## config.mk

```make
export PLATFORM = sky130hd
export DESIGN_NAME = la_dump_uart
export DESIGN_NICKNAME = d
export VERILOG_FILES = /design/src/rtl/la_pkg.sv /design/src/rtl/la_uart_tx_byte.sv /design/src/rtl/la_dump_uart.sv
export SDC_FILE = /design/constraint.sdc
export NUM_CORES = 1
export LEC_CHECK = 0
export CORE_MARGIN = 5
export CORE_UTILIZATION = 50
export CTS_CLUSTER_DIAMETER = 30
export CTS_CLUSTER_SIZE = 12
export DETAILED_ROUTE_END_ITERATION = 10
export PLACE_DENSITY = 0.76
export SETUP_SLACK_MARGIN = 0.15
export SKIP_CTS_REPAIR_TIMING = 1
export SLEW_MARGIN = 30
export SYNTH_ARGS = -nofsm -noshare
export SYNTH_HDL_FRONTEND = slang
export SYNTH_SLANG_ARGS = --single-unit
```

## constraint.sdc

```tcl
create_clock -name sys_clk -period 2.3 [get_ports sys_clk]
set_clock_uncertainty 0.05 [all_clocks]
set_input_delay 0.345 -clock sys_clk [delete_from_list [all_inputs] [get_ports sys_clk]]
set_output_delay 0.345 -clock sys_clk [all_outputs]
set_load 0.03 [all_outputs]
```

## src/rtl/la_pkg.sv

```systemverilog
// Shared definitions for the logic-analyzer readout path: frame sync bytes,
// the dump FSM state encoding, the sample type and the header byte selector.
package la_pkg;

  localparam logic [7:0] LA_SYNC0  = 8'hA5;
  localparam logic [7:0] LA_SYNC1  = 8'h5A;
  localparam int         LA_DATA_W = 8;

  typedef logic [LA_DATA_W-1:0] la_sample_t;

  // DRAIN lets an in-flight byte finish after an abort before going idle.
  typedef enum logic [2:0] {
    ST_IDLE,
    ST_HDR,
    ST_RD_REQ,
    ST_RD_WAIT,
    ST_SEND,
    ST_TRAILER,
    ST_DONE,
    ST_DRAIN
  } la_state_t;

  // Header byte n of the frame; trig is the trigger index zero-extended to 16 bits.
  function automatic logic [7:0] la_hdr_byte(input logic [1:0] idx, input logic [15:0] trig);
    logic [7:0] b;
    case (idx)
      2'd0:    b = LA_SYNC0;
      2'd1:    b = LA_SYNC1;
      2'd2:    b = trig[15:8];
      default: b = trig[7:0];
    endcase
    return b;
  endfunction

endpackage

```

## src/rtl/la_uart_tx_byte.sv

```systemverilog
// 8N1 UART byte serializer. tx_ready is high when idle or during the final
// cycle of the stop bit, so a byte offered then follows with no idle gap.
module la_uart_tx_byte #(
  parameter int BAUD_DIV = 434
) (
  input  logic       sys_clk,
  input  logic       sys_rst_n,
  input  logic [7:0] tx_data,
  input  logic       tx_valid,
  output logic       tx_ready,
  output logic       txd
);

  localparam int CW = $clog2(BAUD_DIV);

  logic [CW-1:0] baud_cnt_reg;
  logic [9:0]    shift_reg;
  logic [3:0]    bit_cnt_reg;
  logic          active_reg;
  logic          bit_end;

  assign bit_end  = (baud_cnt_reg == CW'(BAUD_DIV - 1));
  assign tx_ready = !active_reg || (bit_end && (bit_cnt_reg == 4'd9));
  // Idle line is driven high straight from reset state, so reset forces it high at once.
  assign txd      = active_reg ? shift_reg[0] : 1'b1;

  // Load a framed byte on handshake, otherwise step bit timing and shift.
  always_ff @(posedge sys_clk or negedge sys_rst_n) begin
    if (!sys_rst_n) begin
      baud_cnt_reg <= '0;
      shift_reg    <= '1;
      bit_cnt_reg  <= '0;
      active_reg   <= 1'b0;
    end else if (tx_valid && tx_ready) begin
      shift_reg    <= {1'b1, tx_data, 1'b0};
      baud_cnt_reg <= '0;
      bit_cnt_reg  <= '0;
      active_reg   <= 1'b1;
    end else if (active_reg) begin
      if (bit_end) begin
        baud_cnt_reg <= '0;
        if (bit_cnt_reg == 4'd9) begin
          active_reg <= 1'b0;
        end else begin
          bit_cnt_reg <= bit_cnt_reg + 4'd1;
          shift_reg   <= {1'b1, shift_reg[9:1]};
        end
      end else begin
        baud_cnt_reg <= baud_cnt_reg + CW'(1);
      end
    end
  end

endmodule

```

## src/rtl/la_dump_uart.sv

```systemverilog
// Capture buffer readout: sends sync + trigger index header, then every sample
// from oldest to newest over UART. Optional XOR checksum trailer is compiled in
// with LA_DUMP_CHECKSUM_EN.
module la_dump_uart
  import la_pkg::*;
#(
  parameter int CLK_FREQ = 50_000_000,
  parameter int BAUD     = 115200,
  parameter int ADDR_W   = 11,
  parameter int DATA_W   = 8
) (
  input  logic              sys_clk,
  input  logic              sys_rst_n,
  input  logic              start,
  input  logic              abort,
  input  logic [ADDR_W-1:0] rd_start_addr,
  input  logic [ADDR_W-1:0] trigger_index,
  output logic              mem_rd_en,
  output logic [ADDR_W-1:0] mem_rd_addr,
  input  logic [DATA_W-1:0] mem_rd_data,
  output logic              uart_txd,
  output logic              busy,
  output logic              dump_done
);

  localparam int              BAUD_DIV = CLK_FREQ / BAUD;
  localparam logic [ADDR_W:0] LAST_CNT = {1'b0, {ADDR_W{1'b1}}};

  la_state_t         state_reg, state_next;
  logic [1:0]        hdr_idx_reg;
  logic [ADDR_W-1:0] addr_reg;
  logic [ADDR_W:0]   cnt_reg;
  logic [ADDR_W-1:0] trig_reg;
  la_sample_t        sample_reg;
  logic [15:0]       trig16;
  logic [7:0]        tx_data;
  logic              tx_valid;
  logic              tx_ready;

`ifdef LA_DUMP_CHECKSUM_EN
  logic [7:0] cksum_reg;
  logic       ck_sent_reg;
`endif

  assign trig16      = 16'(trig_reg);
  assign mem_rd_en   = (state_reg == ST_RD_REQ);
  assign mem_rd_addr = addr_reg;
  assign busy        = (state_reg != ST_IDLE) && (state_reg != ST_DONE);
  assign dump_done   = (state_reg == ST_DONE);

  // State register.
  always_ff @(posedge sys_clk or negedge sys_rst_n) begin
    if (!sys_rst_n) state_reg <= ST_IDLE;
    else            state_reg <= state_next;
  end

  // Next-state and serializer handshake; abort stops new bytes and drains.
  always_comb begin
    state_next = state_reg;
    tx_valid   = 1'b0;
    tx_data    = sample_reg;
    case (state_reg)
      ST_IDLE: if (start && !abort) state_next = ST_HDR;
      ST_HDR: begin
        if (abort) begin
          state_next = ST_DRAIN;
        end else begin
          tx_valid = 1'b1;
          tx_data  = la_hdr_byte(hdr_idx_reg, trig16);
          if (tx_ready && (hdr_idx_reg == 2'd3)) state_next = ST_RD_REQ;
        end
      end
      ST_RD_REQ:  state_next = abort ? ST_DRAIN : ST_RD_WAIT;
      ST_RD_WAIT: state_next = abort ? ST_DRAIN : ST_SEND;
      ST_SEND: begin
        if (abort) begin
          state_next = ST_DRAIN;
        end else begin
          tx_valid = 1'b1;
          if (tx_ready) state_next = (cnt_reg == LAST_CNT) ? ST_TRAILER : ST_RD_REQ;
        end
      end
      ST_TRAILER: begin
        if (abort) begin
          state_next = ST_DRAIN;
        end else begin
`ifdef LA_DUMP_CHECKSUM_EN
          if (!ck_sent_reg) begin
            tx_valid = 1'b1;
            tx_data  = cksum_reg;
          end else if (tx_ready) begin
            state_next = ST_DONE;
          end
`else
          if (tx_ready) state_next = ST_DONE;
`endif
        end
      end
      ST_DONE:  state_next = ST_IDLE;
      ST_DRAIN: if (tx_ready) state_next = ST_IDLE;
      default:  state_next = ST_IDLE;
    endcase
  end

  // Frame context: latch on start, advance header index, address and sample count.
  always_ff @(posedge sys_clk or negedge sys_rst_n) begin
    if (!sys_rst_n) begin
      hdr_idx_reg <= '0;
      addr_reg    <= '0;
      cnt_reg     <= '0;
      trig_reg    <= '0;
      sample_reg  <= '0;
    end else begin
      if (state_reg == ST_IDLE && state_next == ST_HDR) begin
        addr_reg    <= rd_start_addr;
        trig_reg    <= trigger_index;
        cnt_reg     <= '0;
        hdr_idx_reg <= '0;
      end
      if (state_reg == ST_HDR && tx_valid && tx_ready) hdr_idx_reg <= hdr_idx_reg + 2'd1;
      if (state_reg == ST_RD_WAIT && state_next == ST_SEND) sample_reg <= la_sample_t'(mem_rd_data);
      if (state_reg == ST_SEND && tx_valid && tx_ready) begin
        cnt_reg <= cnt_reg + 1'b1;
        // Address wraps naturally at the buffer depth.
        if (cnt_reg != LAST_CNT) addr_reg <= addr_reg + 1'b1;
      end
    end
  end

`ifdef LA_DUMP_CHECKSUM_EN
  // XOR of every sample read this frame; trailer-sent flag.
  always_ff @(posedge sys_clk or negedge sys_rst_n) begin
    if (!sys_rst_n) begin
      cksum_reg   <= '0;
      ck_sent_reg <= 1'b0;
    end else if (state_reg == ST_IDLE && state_next == ST_HDR) begin
      cksum_reg   <= '0;
      ck_sent_reg <= 1'b0;
    end else begin
      if (state_reg == ST_RD_WAIT && state_next == ST_SEND) cksum_reg <= cksum_reg ^ mem_rd_data[7:0];
      if (state_reg == ST_TRAILER && tx_valid && tx_ready) ck_sent_reg <= 1'b1;
    end
  end
`endif

  la_uart_tx_byte #(
    .BAUD_DIV (BAUD_DIV)
  ) u_tx (
    .sys_clk   (sys_clk),
    .sys_rst_n (sys_rst_n),
    .tx_data   (tx_data),
    .tx_valid  (tx_valid),
    .tx_ready  (tx_ready),
    .txd       (uart_txd)
  );

endmodule

```

==> results of run 1 <==
[stage by stage]
step / setup slack, ns / setup TNS (ns) / area (um2) / instances / hold WS (ns)
5_1_grt: -0.0541 / -0.302 / 5010 / 606 / 0.457
4_1_cts: -0.0333 / -0.114 / 4740 / 596 / -0.105
3_5_place_dp: -0.0396 / -0.112 / 4540 / 580 / 0.278
6_report: 0.0122 / 0 / 5010 / 606 / 0.433
2_1_floorplan: 0.0193 / 0 / 3780 / 421 / -0.000591
3_3_place_gp: -0.0309 / -0.0816 / 4540 / 580 / 0.277
[placed cells by master, fill, tap and decap left out, types with 7 or more instances in the layout]
master,instances
a21oi_1,23
and3_1,9
buf_4,31
clkbuf_8,9
clkdlybuf4s50_1,44
dfrtp_1,61
dfstp_2,9
ha_1,11
inv_1,15
mux2_2,14
mux2i_1,7
nand2_1,71
nand3_1,22
nand4_1,8
nor2_1,34
o21ai_0,26
o21ai_1,12
xor2_1,8
[layout make-up]
class | instances | area, um2 | area share
flip-flops and latches | 70 | 1760 | 0.352
clock buffers | 9 | 124 | 0.0247
clock inverters | 7 | 75.1 | 0.0150
multi-input cells | 317 | 2000 | 0.399
inverters | 15 | 56.3 | 0.0112
repair buffers | 89 | 867 | 0.173
well taps | 99 | 124 | 0.0247
[cells by family (layout without fill, tap and decap cells)]
| group | after synthesis | in the layout | share of synthesized area |
|---|---|---|---|
| AO/OA/AOI/OAI | 91 | 91 | 0.141 |
| XOR/XNOR | 12 | 12 | 0.0279 |
| adder cells (fa/ha/maj) | 11 | 11 | 0.0365 |
| buffers and inverters | 34 | 120 | 0.0392 |
| flip-flops | 70 | 70 | 0.468 |
| multiplexers | 21 | 21 | 0.0605 |
| AND/OR/NAND/NOR | 182 | 182 | 0.227 |
[tightest hold or removal path: stages, from the launching register on]
cell	delay [ns]
dfrtp_1	0.34
nand2_1	0.05
nand2_1	0.06
[routing by layer]
layer	track usage	routed length, um	part of all wire
met3	0.0388	408	0.043
met5	0	0	0
met1	0.254	4260	0.45
met2	0.306	4500	0.48
met4	0.0734	216	0.023
[final timing paths]
kind | from | to | slack (ns)
worst max-delay path | u_tx.baud_cnt_reg[6] | state_reg[0] | 0.01
worst min-delay path | trig_reg[1] | trig_reg[1] | 0.43
worst max register to register | u_tx.baud_cnt_reg[6] | state_reg[0] | 0.01
worst min register to register | trig_reg[1] | trig_reg[1] | 0.43
max in group asynchronous | sys_rst_n | u_tx.shift_reg[2] | 1.07
min in group asynchronous | sys_rst_n | u_tx.bit_cnt_reg[0] | 0.44
[power groups by stage]
| stage | sequential (mW) | combinational (mW) | clock, mW |
|---|---|---|---|
| after global placement | 1.43 | 0.609 | 0 |
| after CTS | 1.42 | 0.627 | 1.01 |
| after global routing | 1.43 | 0.720 | 1.07 |
| final | 1.42 | 0.659 | 0.993 |
| after detailed placement | 1.44 | 0.625 | 0 |
| after floorplan | 1.45 | 0.343 | 0 |
[cells in the mapped netlist (all sizes together) (4+ instances only)]
| master | instances |
|---|---|
| a21oi | 26 |
| o31ai | 4 |
| nand3 | 22 |
| dfrtp | 61 |
| o32ai | 4 |
| nand2 | 71 |
| and3 | 9 |
| o21ai | 39 |
| nand4 | 8 |
| nor2 | 38 |
| nor3 | 9 |
| buf | 6 |
| inv | 15 |
| clkbuf | 13 |
| ha | 11 |
| xor2 | 8 |
| nand2b | 5 |
| xnor2 | 4 |
| dfstp | 9 |
| nor4 | 4 |
| o22ai | 4 |
| mux2i | 7 |
| mux2 | 14 |
==> metrics.md, run 1 <==
| Metric | Value |
|---|---|
| Outcome | finished, final reports clean |
| DRT iter0 DRCs | a little over 200 |
| Final Setup Violations | 0 |
| Antenna Nets Post-Route | 0 |
| Top FF cell, synth | dfrtp_1 |
| Fillers | 592 |
| Power per cell area | 614 nW/um2 |
| Net switching power | approximately 920 uW |
| Fraction of registers with async set/reset | 1.00 |
| CORE AREA | 7290 um2 |
| Synth warn | 0 |
| Chip Height | 96.8 um |
| CP max stage delay | 0.58 ns |
| Total GRT Usage | 0.191 |
| Number of synthesized register bits | 70 |
| Sink Count | 70 |
| Sequential fraction of the synthesis area | 0.468 |
| Fin. Hold Viols | 0 |
| Clock buffer count from CTS | 9 |
| First-pass GRT wire length | approximately 15000 um |
| Initial antenna violation count | 0 |
| Logic gate share of total power | 0.215 |
| Layout cell share with drive strength beyond 1 | 0.215 |
| Clock buffer depth | 2 |
| Port bufs | 48 |
| Root Driver | clkbuf_8 |
| RSZ-0062 raised after global routing | yes |
| Die area | 9370 um2 |
| Layout Nets | approximately 550 |
| Worst EP required | 2.47 ns |
| Synthesized Nets | roughly 470 |
| Post-layout util | 0.687 |
| Routed WL per cell | around 15 um |
| Max Cap Viol | 0 |
| Cell variety after synth | 47 |
| FP Rows | 31 |
| Drt drc | 0 |
| Worst vdd ir | 0.000381 V |
| Die width | about 97 um |
| Final min period | 2.29 ns |
| Buf+Inv Stages, Crit Path | 2 |
| Post-Syn Area per Cell | approximately 8.9 um2 |
| Mapped Area | roughly 3800 um2 |
| Worst-Margin Slew | approximately 0.57 ns |
| Worst-case reg-to-reg path depth | 7 |
| Synth top area cells | dfrtp_1 (41%), nand2_1 (7.1%), dfstp_2 (6.3%) |
| Layout area overhead | 32.9% |
| Later-pin clock latency in the skew report | ~0.34 ns |
| Crit path cell chain | or4b_4, o31a_4, buf_6, buf_12, a21oi_2, nor4_1, or3_1 |
| Final Cycle Share | 0.995 |
| Ant diodes | 0 |
| Total Power | 3.07 mW |
| CP Capture Type | flop |
| Synth top area share | 0.405 |
| Slowest cell on the critical path | or4b_4 |
| Slew headroom | 0.619 |
| Sw Share | 0.301 |
| Via count | around 3400 |
| DR vias/cell | 5.66 |
| Max FO, Critical Path | 6 |
| WHS Path Cells | 2 |
| Min-delay worst type | reg2reg |
| H-tree levels | 3 |
| Synthesized instance count | around 420 |
| CP Launch Type | flop |
| Cell family with most CP delay | simple AND/OR/NAND/NOR gates |
| Internal power | 2.15 mW |
| Clk network pwr share | 0.323 |
| Ports | 49 |
| Part of the power in registers | 0.462 |
| CTS tree | built |
| Slew Viols, Final | 0 |
| Drt pass-1 iters | 5 |
| Starting density of the core | 0.516 |
| Pleak | 2.28 nW |
| Post-Route WL | 9380 um |
| Clk pin slew, worst setup/hold paths | 0.08 ns |
| Fmax achieved | 437 MHz |
| Pin count of the biggest net entering global routing | 52 |
| Number of enable flip-flop cells after synthesis | 0 |
| CP Class | reg2reg |
| GRT overflow | 0 |
| Routability cong. | 0.890 |
| Crit path DAT | 2.46 ns |
| Crit. path cell count | 7 |
| Vias in the first global route | 3308 |
| Max FFs per register | 12 |
| Post-DP HPWL | 6400 um |
| Yosys top cell by area | dfrtp_1 |
No activity file was read; power rests on OpenSTA's default activity.
==> run 2: changes to the inputs <==
Settings changed: SETUP_SLACK_MARGIN 0.15 to 0.1.
==> run 2 against run 1 <==
Net effect: global-route usage shrank 0.14 points; flip-flop and latch count did not move; final cell count unchanged; power shrank 2.1%; sequential power hardly changed; largest cell class unchanged; largest power group unchanged.
==> metrics.md, run 2 (synthesis gave the netlist of run 1 again) <==
| Metric | Value |
|---|---|
| Max FO, Critical Path | 15 (+9) |
| Layout cell share with drive strength beyond 1 | 0.209 (-0.00592) |
| Layout Nets | 547 (unchanged) |
| Pleak | 2.25 nW (-1.6%) |
| Slew headroom | 0.613 (-0.00597) |
| Initial antenna violation count | 0 (unchanged) |
| Min-delay worst type | reg2reg |
| Post-DP HPWL | 6210 um (-2.9%) |
| Final TNS setup | 0 ns (unchanged) |
| CP most frequent cell | or4b_4 |
| Commonest non-fill, non-tap cell in the layout | nand2_1 |
| Ports | 49 (unchanged) |
| H-tree levels | 3 (unchanged) |
| Worst EP required | 2.53 ns (+0.06 ns) |
| Final worst setup slack | 0.0445 ns (+0.0323 ns) |
| RSZ-0062 raised after global routing | yes |
| Antenna Nets Post-Route | 0 (unchanged) |
| Die width | 96.8 um (unchanged) |
| Fillers | 618 (+4.4%) |
| Vias in the first global route | 3269 (-1.2%) |
| Root Driver | clkbuf_8 |
| Die area | 9370 um2 (unchanged) |
| Slowest cell on the critical path | or4b_4 |
| Cell family with most CP delay | simple AND/OR/NAND/NOR gates |
| Setup slack, reg-to-reg | 0.04 ns (+0.03 ns) |
| Final min period | 2.26 ns (-0.0323 ns) |
| Hold Startpoint | trig_reg[6] |
| Crit path cell chain | or4b_4, or4b_4, buf_12, or3_1, a21oi_2 |
| CP Launch Type | flop |
| Max Cap Viol | 0 (unchanged) |
| Pin count of the biggest net entering global routing | 28 (-46%) |
| Post-Route WL | 8880 um (-5.4%) |
| Drt pass-1 iters | 4 (-1) |
| Starting density of the core | 0.516 (unchanged) |
| First-pass GRT wire length | 14800 um (-1.1%) |
| Clk pin slew, worst setup/hold paths | 0.08 ns (about the same) |
| Most frequent cells in the layout | nand2_1 (71), dfrtp_1 (61), clkdlybuf4s50_1 (44), nor2_1 (36), buf_4 (34) |
| Ant diodes | 0 (unchanged) |
| Worst-Margin Slew | 0.580 ns (+0.00895 ns) |
| Layout area overhead | 31.4% |
| DR vias/cell | 5.50 (-2.8%) |
| Fmax achieved | 443 MHz (+1.4%) |
| Power per cell area | 608 nW/um2 (-0.96%) |
| FP Rows | 31 (unchanged) |
| CP Class | reg2reg |
| Clock buffer count from CTS | 9 (unchanged) |
| CTS tree | built |
| Worst-case reg-to-reg path depth | 5 (-2) |
| Total GRT Usage | 0.189 (-0.00135) |
| Area of the multi-input gates | 1970 um2 (-1.4%) |
| Chip Height | 96.8 um (unchanged) |
| Worst hold path endpoint | trig_reg[6] |
| Sink Count | 70 (unchanged) |
| Final Setup Violations | 0 (unchanged) |
| Clock buffer depth | 2 (unchanged) |
| Worst R2R End | u_tx.bit_cnt_reg[3] |
| WHS Path Cells | 2 (unchanged) |
| Reg2reg start | u_tx.baud_cnt_reg[6] |
| Via count | 3335 (-2.8%) |
| Routed WL per cell | 14.7 um (-5.4%) |
| Routability cong. | 0.854 (-4.0%) |
| Final Cycle Share | 0.981 (-0.0140) |
| Buf+Inv Stages, Crit Path | 1 (-1) |
| GRT overflow | 0 (unchanged) |
| DP Worst Slack | -0.0538 ns (-0.0142 ns) |
| Port bufs | 48 (unchanged) |
| Max FFs per register | 12 (unchanged) |
| Crit path DAT | 2.49 ns (+0.03 ns) |
| DRT iter0 DRCs | 253 (+23%) |
| CP Capture Type | flop |
| Worst vdd ir | 0.000375 V (-1.6%) |
| CP max stage delay | 0.57 ns (about the same) |
| Outcome | finished, final reports clean |
| Slew Viols, Final | 0 (unchanged) |
| CORE AREA | 7290 um2 (unchanged) |
| Later-pin clock latency in the skew report | 0.35 ns (about the same) |
| Fin. Hold Viols | 0 (unchanged) |
| FF/Latch Area | 1760 um2 (unchanged) |
| Drt drc | 0 (unchanged) |
run 2: changes by cell type in the layout (fill, tap and decap cells not counted), moves of 2 or more:
cell and change:
o21ai_0 +4, o21ai_1 -4, buf_4 +3, nor3_1 +3, nor3_2 -3, o32ai_1 -3
o32ai_2 +3, buf_6 -2, clkinv_2 +2, clkinvlp_4 -2, nor2_1 +2, nor4_1 +2
run 2: how the worst max path moves through the flow:
stage / slack, ns / from / depth (start not counted) / end
after floorplan: 0.02 / u_tx.baud_cnt_reg[6] / 6 / u_tx.bit_cnt_reg[3]
after global placement: -0.004 / abort / 7 / mem_rd_addr[9]
after detailed placement: -0.05 / abort / 8 / mem_rd_addr[3]
after CTS: -0.13 / state_reg[2] / 3 / mem_rd_en
after global routing: 0.0008 / u_tx.baud_cnt_reg[6] / 7 / cnt_reg[11]
final: 0.04 / u_tx.baud_cnt_reg[6] / 5 / u_tx.bit_cnt_reg[3]
run 2: cell type report:
cell class | count | area share
Multi-Input combinational cell | 317 | 0.398
Sequential cell | 70 | 0.356
Timing Repair Buffer | 89 | 0.169
Clock buffer | 10 | 0.0278
Tap cell | 99 | 0.0250
Clock inverter | 6 | 0.0124
Inverter | 15 | 0.0114
run 2: where the power goes:
part	switching [mW]	leakage (nW)	internal [mW]	total [mW]
logic	0.288	1.25	0.266	0.554
clock network	0.484	0.102	0.526	1.01
registers	0.0985	0.889	1.34	1.44
run 2: layer usage:
metal  up-vias  share of wire  track usage
met5         -              0            0
met4         0          0.018       0.0637
met3        15          0.052       0.0482
met2        88           0.47        0.296
met1      1587           0.46        0.257
li1       1645              -            -
run 2: worst reg2reg max path, delay by kind of cell, from the launching register on:
| kind | cells | cell delay, ns |
|---|---|---|
| AOI/OAI and AO/OA | 1 | 0.12 |
| DFF | 1 | 0.39 |
| and+or+nand+nor | 3 | 1.46 |
| buffers and inverters | 1 | 0.17 |
run 2: metrics by stage:
| step | std cells | power [mW] | hold slack, ns | cell area [um2] | utilization |
|---|---|---|---|---|---|
| 6_report | 606 | 3.01 | 0.430 | 4950 | 0.679 |
| 4_1_cts | 599 | 3.00 | -0.0537 | 4750 | 0.651 |
| 5_1_grt | 606 | 3.16 | 0.450 | 4950 | 0.679 |
| 2_1_floorplan | 421 | 1.79 | -0.000591 | 3770 | - |
| 3_3_place_gp | 583 | 1.98 | 0.326 | 4550 | 0.624 |
| 3_5_place_dp | 583 | 2.00 | 0.323 | 4550 | 0.624 |
